`src/rtl/spi_reg_ctrl_pkg.sv`:
```
// Shared types and constants for the SPI register-access controller.
// Protocol: command byte {rw, addr}, then auto-incrementing data bytes.
package spi_reg_pkg;

  typedef enum logic [2:0] {
    IDLE,
    CMD,
    WR_STREAM,
    RD_ISSUE,
    RD_WAIT,
    RD_STREAM,
    DISCARD
  } state_e;

  localparam int         CMD_RW_BIT      = 7;
  localparam logic [7:0] STATUS_BYTE_DEF = 8'hA5;
  localparam logic       OP_RD           = 1'b1;
  localparam logic       OP_WR           = 1'b0;

  // Command bits between the address field and the rw bit must be zero.
  function automatic logic [7:0] hi_addr_mask(input int aw);
    return 8'h7F & ~8'((1 << aw) - 1);
  endfunction

endpackage

```
`src/rtl/spi_reg_ctrl_cs_sync.sv`:
```
// Chip-select synchroniser with rise/fall pulses.
// All flops reset to the deselected (high) level.
module spi_cs_sync (
  input  logic i_Clk,
  input  logic i_Rst,
  input  logic i_CS_n,
  output logic o_Rise,
  output logic o_Fall
);

  logic meta_q, sync_q, prev_q;
  logic meta_d, sync_d, prev_d;

  // Next values: two-flop chain plus one delayed copy for edge detect.
  always_comb begin
    meta_d = i_CS_n;
    sync_d = meta_q;
    prev_d = sync_q;
  end

  // Chain registers.
  always_ff @(posedge i_Clk) begin
    if (i_Rst) begin
      meta_q <= 1'b1;
      sync_q <= 1'b1;
      prev_q <= 1'b1;
    end else begin
      meta_q <= meta_d;
      sync_q <= sync_d;
      prev_q <= prev_d;
    end
  end

  assign o_Rise = sync_q & ~prev_q;
  assign o_Fall = ~sync_q & prev_q;

endmodule

```
`src/rtl/spi_reg_ctrl.sv`:
```
// SPI byte-stream to register-file bridge.
// Writes stream into the register file; reads prefetch one byte ahead.
module spi_reg_ctrl
  import spi_reg_pkg::*;
#(
  parameter int         ADDR_W      = 7,
  parameter int         RD_LATENCY  = 1,
  parameter logic [7:0] STATUS_BYTE = STATUS_BYTE_DEF
) (
  input  logic              i_Clk,
  input  logic              i_Rst,
  input  logic              i_SPI_CS_n,
  input  logic              i_RX_DV,
  input  logic [7:0]        i_RX_Byte,
  output logic              o_TX_DV,
  output logic [7:0]        o_TX_Byte,
  output logic [ADDR_W-1:0] o_Reg_Addr,
  output logic              o_Reg_Wr_En,
  output logic [7:0]        o_Reg_Wr_Data,
  output logic              o_Reg_Rd_En,
  input  logic [7:0]        i_Reg_Rd_Data,
  output logic              o_Busy,
  output logic              o_Err
);

  if (ADDR_W < 1 || ADDR_W > 7) begin : g_bad_aw
    $error("ADDR_W must be in 1..7");
  end
  if (RD_LATENCY < 1 || RD_LATENCY > 2) begin : g_bad_lat
    $error("RD_LATENCY must be 1 or 2");
  end

  localparam logic [7:0] BAD_MASK = hi_addr_mask(ADDR_W);
  localparam logic       LAT_LAST = 1'(RD_LATENCY - 1);

  logic cs_rise, cs_fall;

  spi_cs_sync u_cs_sync (
    .i_Clk  (i_Clk),
    .i_Rst  (i_Rst),
    .i_CS_n (i_SPI_CS_n),
    .o_Rise (cs_rise),
    .o_Fall (cs_fall)
  );

  state_e            state_q, state_d;
  logic [ADDR_W-1:0] addr_q, addr_d;
  logic              cnt_q, cnt_d;
  logic              wr_en_q, wr_en_d;
  logic [7:0]        wr_data_q, wr_data_d;
  logic              rd_en_q, rd_en_d;
  logic              tx_dv_q, tx_dv_d;
  logic [7:0]        tx_byte_q, tx_byte_d;
  logic              busy_q, busy_d;
  logic              err_q, err_d;
  logic              cmd_bad;

  assign cmd_bad = |(i_RX_Byte & BAD_MASK);

  // Next-state and strobe logic; CS edges preempt the byte protocol.
  always_comb begin
    state_d   = state_q;
    addr_d    = addr_q;
    cnt_d     = cnt_q;
    wr_en_d   = 1'b0;
    wr_data_d = wr_data_q;
    rd_en_d   = 1'b0;
    tx_dv_d   = 1'b0;
    tx_byte_d = tx_byte_q;
    busy_d    = busy_q;
    err_d     = err_q;

    if (wr_en_q) begin
      addr_d = addr_q + 1'b1;
    end

    if (cs_rise) begin
      state_d   = IDLE;
      busy_d    = 1'b0;
      tx_dv_d   = 1'b1;
      tx_byte_d = STATUS_BYTE;
    end else if (cs_fall) begin
      state_d = CMD;
      busy_d  = 1'b1;
    end else begin
      unique case (state_q)
        IDLE: begin
        end
        CMD: begin
          if (i_RX_DV) begin
            addr_d = i_RX_Byte[ADDR_W-1:0];
            if (cmd_bad) begin
              err_d   = 1'b1;
              state_d = DISCARD;
            end else if (i_RX_Byte[CMD_RW_BIT] == OP_RD) begin
              state_d = RD_ISSUE;
              rd_en_d = 1'b1;
            end else begin
              state_d = WR_STREAM;
            end
          end
        end
        WR_STREAM: begin
          if (i_RX_DV) begin
            wr_en_d   = 1'b1;
            wr_data_d = i_RX_Byte;
          end
        end
        RD_ISSUE: begin
          state_d = RD_WAIT;
          cnt_d   = 1'b0;
          if (i_RX_DV) begin
            err_d = 1'b1;
          end
        end
        RD_WAIT: begin
          if (i_RX_DV) begin
            err_d = 1'b1;
          end
          if (cnt_q == LAT_LAST) begin
            tx_dv_d   = 1'b1;
            tx_byte_d = i_Reg_Rd_Data;
            addr_d    = addr_q + 1'b1;
            state_d   = RD_STREAM;
          end else begin
            cnt_d = cnt_q + 1'b1;
          end
        end
        RD_STREAM: begin
          if (i_RX_DV) begin
            state_d = RD_ISSUE;
            rd_en_d = 1'b1;
          end
        end
        DISCARD: begin
        end
        default: begin
          state_d = IDLE;
        end
      endcase
    end
  end

  // Controller registers.
  always_ff @(posedge i_Clk) begin
    if (i_Rst) begin
      state_q   <= IDLE;
      addr_q    <= '0;
      cnt_q     <= 1'b0;
      wr_en_q   <= 1'b0;
      wr_data_q <= 8'h00;
      rd_en_q   <= 1'b0;
      tx_dv_q   <= 1'b0;
      tx_byte_q <= 8'h00;
      busy_q    <= 1'b0;
      err_q     <= 1'b0;
    end else begin
      state_q   <= state_d;
      addr_q    <= addr_d;
      cnt_q     <= cnt_d;
      wr_en_q   <= wr_en_d;
      wr_data_q <= wr_data_d;
      rd_en_q   <= rd_en_d;
      tx_dv_q   <= tx_dv_d;
      tx_byte_q <= tx_byte_d;
      busy_q    <= busy_d;
      err_q     <= err_d;
    end
  end

  assign o_TX_DV       = tx_dv_q;
  assign o_TX_Byte     = tx_byte_q;
  assign o_Reg_Addr    = addr_q;
  assign o_Reg_Wr_En   = wr_en_q;
  assign o_Reg_Wr_Data = wr_data_q;
  assign o_Reg_Rd_En   = rd_en_q;
  assign o_Busy        = busy_q;
  assign o_Err         = err_q;

endmodule

```
`config.mk`:
```
export PLATFORM = sky130hd
export DESIGN_NAME = spi_reg_ctrl
export DESIGN_NICKNAME = d
export VERILOG_FILES = /design/src/rtl/spi_reg_ctrl_pkg.sv /design/src/rtl/spi_reg_ctrl_cs_sync.sv /design/src/rtl/spi_reg_ctrl.sv
export SDC_FILE = /design/constraint.sdc
export NUM_CORES = 1
export LEC_CHECK = 0
export ABC_CLOCK_PERIOD_IN_PS = 3300
export CELL_PAD_IN_SITES_DETAIL_PLACEMENT = 1
export CELL_PAD_IN_SITES_GLOBAL_PLACEMENT = 2
export CORE_ASPECT_RATIO = 1.4
export CORE_MARGIN = 2
export CORE_UTILIZATION = 29
export DETAILED_ROUTE_END_ITERATION = 10
export GPL_ROUTABILITY_DRIVEN = 0
export PLACE_DENSITY_LB_ADDON = 0.12
export SYNTH_ARGS = -nofsm -noshare
export SYNTH_HDL_FRONTEND = slang
export SYNTH_HIERARCHICAL = 1
export SYNTH_SLANG_ARGS = --single-unit
```
`constraint.sdc`:
```
create_clock -name i_Clk -period 3.3 [get_ports i_Clk]
set_clock_uncertainty 0.15 [all_clocks]
set_input_delay 0.66 -clock i_Clk [delete_from_list [all_inputs] [get_ports i_Clk]]
set_output_delay 0.66 -clock i_Clk [all_outputs]
set_load 0.01 [all_outputs]
```
==> impl_metrics.ini, run 1 <==
[routing]
routedWlPerCell_um = 15.9
postRouteAntennaNets = 0
drt_iter0_drc = 30
vias = 1467
route.detailed.drc = 0
dr.pass1.iters = 4
drt_wl_total_um = 4540
post_drt_via_cell_ratio = 5.13

[global_route]
grt_pass1_wl_um = 7250
grt_overflow = 0
grt_use_met3_pct = 2.97
busiest_layer = met2
grt_util_met1_pct = 17.6
grt_pass1_vias = 1532
gr-usage-met2_pct = 26.8
grt_util_all_layers_pct = 15.7
grt_max_degree = 17
antenna_found_initial = 0

[die]
die_area_mm2 = 0.00606
row_count = 31
die-width_um = 66.4
core_mm2 = 0.00520
die_h_um = 91.3
io_pins = 48
initial_core_util_pct = 30.4

[sta]
hold_slack_ps = 273
setup_ws_ps = 942
hold_violations = 0
maxSlewViolCount = 0
slew_headroom_pct = 66.7
fin_crit_sh_pct = 71.5
setup_violations = 0
fmax_mhz = 424
worst_slew_pin_slew_ps = 498
rsz0062_at_grt = false
tns_ps = 0
fin_crit_ps = 2360

[synth]
synth_edf_count = 0
yosysWarnings = 6
ys_async_sr_fraction_pct = 0
synth_area_mm2 = 0.00158
avgSynthCellArea_um2 = 9.13
synth-seq-cells = 34
ys_seq_area_share_pct = 43.1
yosys_most_used_dff = dfxtp_1
ys_types = 44
syn_nets = 194
synthCells = 173

[placed_design]
dpl.hpwl_um = 3430
dp_cells = 278
io_buffers = 47
pre_cts_slack_ps = 728

[final_layout]
antennaDiodeCount = 0
syn2layout_area_growth_pct = 37.7
regArea_um2 = 681
finalNonFillerCells = 286
multiInputGateArea_um2 = 816
final_nets = 240
fillers = 612
drive_above_1_share_pct = 9.09

[power]
total_leakage_power_nw = 0.851
vdd_drop_max_mv = 0.226
power_density_mw_per_mm2 = 381
p_total_w = 0.000828

[clock_tree]
htree_levels = 2
clk_pin_slew_worst_paths_ps = 70
clockBufferDepth = 2
cts_resized = 0
cts_buffers = 5
clock_sinks = 34
hold_buffers = 0
cts_tree = yes
clkLatencyLatePin_ps = 280
root_buffer = clkbuf_8
cts_setup_buffers = 0

[run_status]
outcome = complete, no violations

[job]
max-cap-violations = 0

[hold_path]
holdPathEnd = u_cs_sync/prev_d
hold_depth = 1
hp-class = reg -> reg
hp-start = u_cs_sync/meta_q

[setup_path]
cp_data_required_time_ps = 2490
path_cells = clkdlybuf4s50_1
slowest_delay_ps = 640
critPathSlowestCell = clkdlybuf4s50_1
startpoint_type = register
cp_top_family = buffers and inverters
cp.arrival_ps = 1550
crit_path_end_kind = output port
reg2reg_from = u_cs_sync/prev_d
rrSetupSlack_ps = 1320
crit_buf_inv = 1
r2r_cells = 5
path_max_fanout = 11
r2r_end = o_Reg_Addr[5]
worstSetupPathType = reg -> out
[cell usage after synthesis (4+ instances only)]
master	n	area, um^2
mux2i_1	9	90.1
inv_1	5	18.8
nand2_1	18	67.6
a21oi_1	9	45.0
nor2_1	16	60.1
o21ai_0	4	20.0
o22ai_1	5	31.3
dfxtp_1	34	681
nor2b_1	5	31.3
nor3_1	4	20.0
a31oi_1	6	37.5
a22oi_1	4	30.0
[flip-flops by register name, indices dropped and copies added, names as in the netlist]
register / count
o_Reg_Wr_En: 1
u_cs_sync/prev_q: 1
u_cs_sync/meta_q: 1
o_Err: 1
state_q: 3
u_cs_sync/prev_d: 1
o_Reg_Wr_Data: 8
o_TX_DV: 1
o_Reg_Rd_En: 1
o_Reg_Addr: 7
o_TX_Byte: 8
o_Busy: 1
[stage by stage]
step | util (%) | cell area, um^2
3_5_place_dp | 40.1 | 2080
6_report | 41.8 | 2170
2_1_floorplan | - | 1580
4_1_cts | 41.8 | 2170
5_1_grt | 41.8 | 2170
3_3_place_gp | 40.1 | 2080
[worst max path at each step]
stage                           from             to  slack [ps]  cells past startpoint
floorplan           u_cs_sync/prev_d  o_Reg_Addr[5]        1520                      6
global placement               i_Rst  o_Reg_Addr[5]         790                      5
detailed placement             i_Rst  o_Reg_Addr[6]         730                      4
CTS                      o_Reg_Wr_En    o_Reg_Wr_En         930                      1
global route             o_Reg_Wr_En    o_Reg_Wr_En         880                      1
finish                   o_Reg_Wr_En    o_Reg_Wr_En         940                      1
[where the power goes]
part / switching, W / leakage (nW) / internal (W)
clock network: 0.000147 / 0.0482 / 0.000168
logic: 0.0000382 / 0.528 / 0.0000479
registers: 0.00000861 / 0.275 / 0.000418
[cells in the final DEF (no fill, tap or decap), types with 3 or more instances in the layout]
| master | count |
|---|---|
| o21ai_0 | 4 |
| a21o_1 | 3 |
| a21oi_1 | 9 |
| xor2_1 | 3 |
| inv_1 | 5 |
| a22oi_1 | 4 |
| nor2_1 | 16 |
| nor3_1 | 4 |
| or2_1 | 3 |
| nand2_1 | 18 |
| and3_1 | 3 |
| dfxtp_1 | 34 |
| xnor2_1 | 3 |
| clkdlybuf4s50_1 | 47 |
| o22ai_1 | 5 |
| mux2i_1 | 9 |
| nor2b_1 | 5 |
| a31oi_1 | 6 |
| clkbuf_8 | 6 |
[final cells by class]
| class | count | area share [%] |
|---|---|---|
| clock buffer | 7 | 3.97 |
| timing repair buffer | 49 | 22.3 |
| clock inverter | 1 | 0.230 |
| tap | 66 | 3.80 |
| sequential | 34 | 31.3 |
| inverter | 5 | 0.863 |
| multi-input combinational | 124 | 37.5 |
[cell families (layout without fill, tap and decap cells)]
family | Yosys count | in the layout | share of synthesized area, %
simple gates | 64 | 64 | 21.8
compound gates | 42 | 42 | 18.6
flops | 34 | 34 | 43.1
buf+inv | 15 | 62 | 5.23
mux | 11 | 11 | 7.13
xor+xnor | 6 | 6 | 3.33
fa+ha+maj | 1 | 1 | 0.792
[routing by layer]
| metal | part of all wire (%) | up-vias |
|---|---|---|
| met5 | 0 | - |
| met4 | 3.5 | 0 |
| met3 | 4.1 | 16 |
| met2 | 51 | 51 |
| met1 | 42 | 694 |
| li1 | - | 706 |
Note: power is estimated with default switching activity, not from simulation.
==> run 2: changes to the inputs <==
- ABC_CLOCK_PERIOD_IN_PS: 3300 -> 2100
- CORE_UTILIZATION: 29 -> 24
- clock period: 3.3 -> 2.1 ns (I/O delays scaled with it)
==> run 2 against run 1 <==
Effect of this change: setup slack lost 760 ps; clock-buffer cell count is the same; first-iteration DRC count shrank 27%; via count grew 1.3%; hold slack gained 14 ps; total power grew 60%; flip-flop and latch count is the same; utilization shrank 6.5 points; critical path type is now reg -> reg; highest routed layer unchanged.
==> impl_metrics.ini, run 2 (synthesis results as in run 1) <==
[run_status]
outcome = complete, no violations

[final_layout]
syn2layout_area_growth_pct = 45.1
fin_area_mm2 = 0.00229
antennaDiodeCount = 0
finalNonFillerCells = 308
layout_common_cells = clkdlybuf4s50_1, dfxtp_1, nand2_1, nor2_1, buf_4
finish.utilization_pct = 35.3
final_common_cell = clkdlybuf4s50_1
final_nets = 254
drive_above_1_share_pct = 15.0

[placed_design]
dpl_cell_area_mm2 = 0.00220
io_buffers = 47
dp_cells = 300
dpl.hpwl_um = 3570
pre_cts_slack_ps = -68.0

[sta]
fin_crit_ps = 1920
rsz0062_at_grt = false
hold_violations = 0
slew_headroom_pct = 70.4
hold_slack_ps = 287
maxSlewViolCount = 0
fin_crit_sh_pct = 91.4
setup_ws_ps = 181
fmax_mhz = 521
worst_slew_pin_slew_ps = 443
setup_violations = 0

[clock_tree]
clock_sinks = 34
clk_pin_slew_worst_paths_ps = 70
htree_levels = 2
root_buffer = clkbuf_8
clkLatencyLatePin_ps = 290
cts_tree = yes
cts_buffers = 5
hold_buffers = 0
cts_setup_buffers = 0
clockBufferDepth = 2

[setup_path]
worstSetupPathType = reg -> reg
startpoint_type = register
crit_path_end_kind = register
path_max_fanout = 7
cp_data_required_time_ps = 2130
cp.arrival_ps = 1950
rrSetupSlack_ps = 180

[power]
power_density_mw_per_mm2 = 580
total_leakage_power_nw = 0.922
vdd_drop_max_mv = 0.200

[routing]
post_drt_via_cell_ratio = 4.82
drt_wl_total_um = 4650
postRouteAntennaNets = 0
vias = 1486
routedWlPerCell_um = 15.1
drt_iter0_drc = 22
dr.pass1.iters = 4
route.detailed.drc = 0

[hold_path]
hp-class = reg -> reg

[global_route]
grt_util_all_layers_pct = 13.7
grt_pass1_wl_um = 7790
grt_max_degree = 17
grt_pass1_vias = 1575
grt_overflow = 0
antenna_found_initial = 0

[die]
die_area_mm2 = 0.00725
core_mm2 = 0.00648
die_h_um = 100
initial_core_util_pct = 24.4
row_count = 35
io_pins = 48
die-width_um = 72.6

[job]
max-cap-violations = 0
[run 2: timing repair]
action,in CTS,in global routing
gates resized for setup,0,1
hold endpoints to repair,0,0
endpoints found under the setup margin,0,1
[run 2: path summary, 6_finish.rpt]
check	cells after the start	startpoint	endpoint
setup / recovery	5	u_cs_sync/prev_d	o_Reg_Addr[5]
hold / removal	1	u_cs_sync/meta_q	u_cs_sync/prev_d
setup reg to reg	5	u_cs_sync/prev_d	o_Reg_Addr[5]
hold reg to reg	1	u_cs_sync/meta_q	u_cs_sync/prev_d
[run 2: worst max-delay path, cell delays in order, from the launching register on]
cell and delay (ps):
dfxtp_1 330, and2b_1 280, or3_4 460, a21oi_4 190, o22ai_1 130, a32o_1 280
[run 2: power breakdown]
| part | internal, W | switching, W |
|---|---|---|
| Clock | 0.000265 | 0.000244 |
| Combinational | 0.0000869 | 0.0000653 |
| Sequential | 0.000657 | 0.0000101 |
[run 2: through the flow]
step	setup TNS [ps]	power, W
2_1_floorplan	0	0.000747
3_3_place_gp	-95.2	0.000834
3_5_place_dp	-635	0.000836
4_1_cts	0	0.00136
5_1_grt	0	0.00140
6_report	0	0.00133
[run 2: area by class of cell]
class / count / area, um^2
sequential: 34 / 682
tap: 74 / 92.6
timing repair buffer: 63 / 591
inverter: 5 / 18.8
clock inverter: 1 / 5.00
multi-input combinational: 124 / 816
fill: 738 / 4190
clock buffer: 7 / 86.3
[run 2: per-layer routing]
metal | GRT usage (%) | routed length, um
met5 | 0 | 0
met4 | 4.27 | 61
met3 | 3.01 | 203
met2 | 23.4 | 2320
met1 | 17.0 | 2060
==> run 3: changes to the inputs <==
- GPL_TIMING_DRIVEN: unset -> 0
==> run 3 against run 2 <==
Effect of this change: clock-buffer cell count decreased by 1; utilization decreased by 0.75 points; cell area decreased by 2.1%; largest cell class unchanged.
==> impl_metrics.ini, run 3 (synthesis results as in run 1) <==
[setup_path]
r2r_end = o_Reg_Addr[5]
rrSetupSlack_ps = 170
path_cells = clkdlybuf4s50_1 > or3b_4 > nand3b_4 > buf_6 > mux2i_1 > nor2_1
path_max_fanout = 9
cp_data_required_time_ps = 2110
critPathSlowestCell = clkdlybuf4s50_1
crit_path_end_kind = register
worstSetupPathType = in -> reg
startpoint_type = input pin
cp-startpoint = i_RX_DV
crit_end = o_Reg_Wr_Data[2]
reg2reg_from = u_cs_sync/prev_d
r2r_cells = 6
cp.arrival_ps = 1970
slowest_delay_ps = 590

[placed_design]
dpl_cell_area_mm2 = 0.00214
io_buffers = 47
dp_cells = 294
dpl.hpwl_um = 3590

[power]
vdd_drop_max_mv = 0.249
internal-power_w = 0.000989
seqPwrFrac_pct = 51.4
netSwitchingPower_w = 0.000306
combinationalPowerShare_pct = 11.3
pwr-share-clk_pct = 37.3
power_density_mw_per_mm2 = 578
total_leakage_power_nw = 0.882
swShare_pct = 23.6

[clock_tree]
htree_levels = 2
clockBufferDepth = 2
cts_buffers = 5
root_buffer = clkbuf_8
clock_sinks = 34
cts_tree = yes
cts_setup_buffers = 0
clk_pin_slew_worst_paths_ps = 70
clkLatencyLatePin_ps = 280

[sta]
maxSlewViolCount = 0
rsz0062_at_grt = false
setup_violations = 0
worst_slew_pin_slew_ps = 464
slew_headroom_pct = 69.0
fin_crit_sh_pct = 93.3
fmax_mhz = 510
tns_ps = 0
hold_violations = 0
fin_crit_ps = 1960

[final_layout]
finish.utilization_pct = 34.6
fillers = 766
final_nets = 248
drive_above_1_share_pct = 11.5
regArea_um2 = 681
multiInputGateArea_um2 = 831
finalNonFillerCells = 300
syn2layout_area_growth_pct = 42.0
layout_common_cells = clkdlybuf4s50_1, dfxtp_1, nand2_1, nor2_1
final_common_cell = clkdlybuf4s50_1
antennaDiodeCount = 0
fin_area_mm2 = 0.00224

[routing]
routedWlPerCell_um = 15.4
dr.pass1.iters = 4
post_drt_via_cell_ratio = 4.84
postRouteAntennaNets = 0
drt_wl_total_um = 4630
drt_iter0_drc = 37
route.detailed.drc = 0
vias = 1452

[die]
die-width_um = 72.6
die_area_mm2 = 0.00725
initial_core_util_pct = 24.4
die_h_um = 100
core_mm2 = 0.00648
row_count = 35
io_pins = 48

[run_status]
outcome = complete, no violations

[hold_path]
hold_depth = 1
hp-class = reg -> reg

[global_route]
grt_max_degree = 11
busiest_layer = met2
grt_pass1_vias = 1544
gr-usage-met2_pct = 23.4
grt_overflow = 0
grt_util_all_layers_pct = 14.0
antenna_found_initial = 0
grt_pass1_wl_um = 7800
grt_use_met3_pct = 3.31
grt_util_met1_pct = 16.6

[job]
max-cap-violations = 0
-- run 3: changes by cell type in the layout (fill, tap and decap cells not counted), sizes merged --
cell    delta
buf        -9
clkbuf     +2
clkinv     -1
-- run 3: worst min-delay path by stage --
stage                                 from               end  slack [ps]
after floorplan           u_cs_sync/meta_q  u_cs_sync/prev_d         230
after global placement    u_cs_sync/meta_q  u_cs_sync/prev_d         250
after detailed placement  u_cs_sync/meta_q  u_cs_sync/prev_d         260
after CTS                 u_cs_sync/meta_q  u_cs_sync/prev_d         280
after global routing      u_cs_sync/meta_q  u_cs_sync/prev_d         300
final                     u_cs_sync/meta_q  u_cs_sync/prev_d         270
-- run 3: layout make-up --
cell class	instances	area share, %
inverters	5	0.837
plain buffers	10	2.96
clock buffers	6	3.68
repair buffers	47	21.0
flip-flops and latches	34	30.4
multi-input cells	124	37.1
well taps	74	4.13
-- run 3: metal layers --
metal	vias up	wire [um]	part of all wire, %
met5	-	0	0
met4	0	114	2.5
met3	10	219	4.7
met2	42	2360	51
met1	682	1940	42
li1	718	-	-
-- run 3: power groups by stage --
| stage | Sequential (W) | Clock, W | Combinational [W] |
|---|---|---|---|
| finish | 0.000666 | 0.000483 | 0.000147 |
| global route | 0.000668 | 0.000540 | 0.000159 |
| CTS | 0.000666 | 0.000513 | 0.000147 |
| detailed placement | 0.000681 | 0 | 0.000145 |
| global placement | 0.000681 | 0 | 0.000143 |
| floorplan | 0.000683 | 0 | 0.0000636 |
-- run 3: per-stage QoR --
step / power (W) / worst slack [ps] / hold slack (ps)
finish: 0.00130 / 141 / 274
global route: 0.00137 / 50.0 / 303
CTS: 0.00133 / 0.583 / 281
detailed placement: 0.000826 / -396 / 261
global placement: 0.000824 / -403 / 250
floorplan: 0.000747 / 325 / 233
-- run 3: worst max-delay path, delay by kind of cell --
kind | cells | cell delay [ps]
buffers and inverters | 2 | 750
AND/OR/NAND/NOR | 3 | 650
multiplexers | 1 | 150
-- run 3: repair_timing --
| item | in CTS | in global routing |
|---|---|---|
| setup endpoints to repair | 2 | 12 |
| hold buffers | 0 | 0 |
| resized for setup | 1 | 5 |
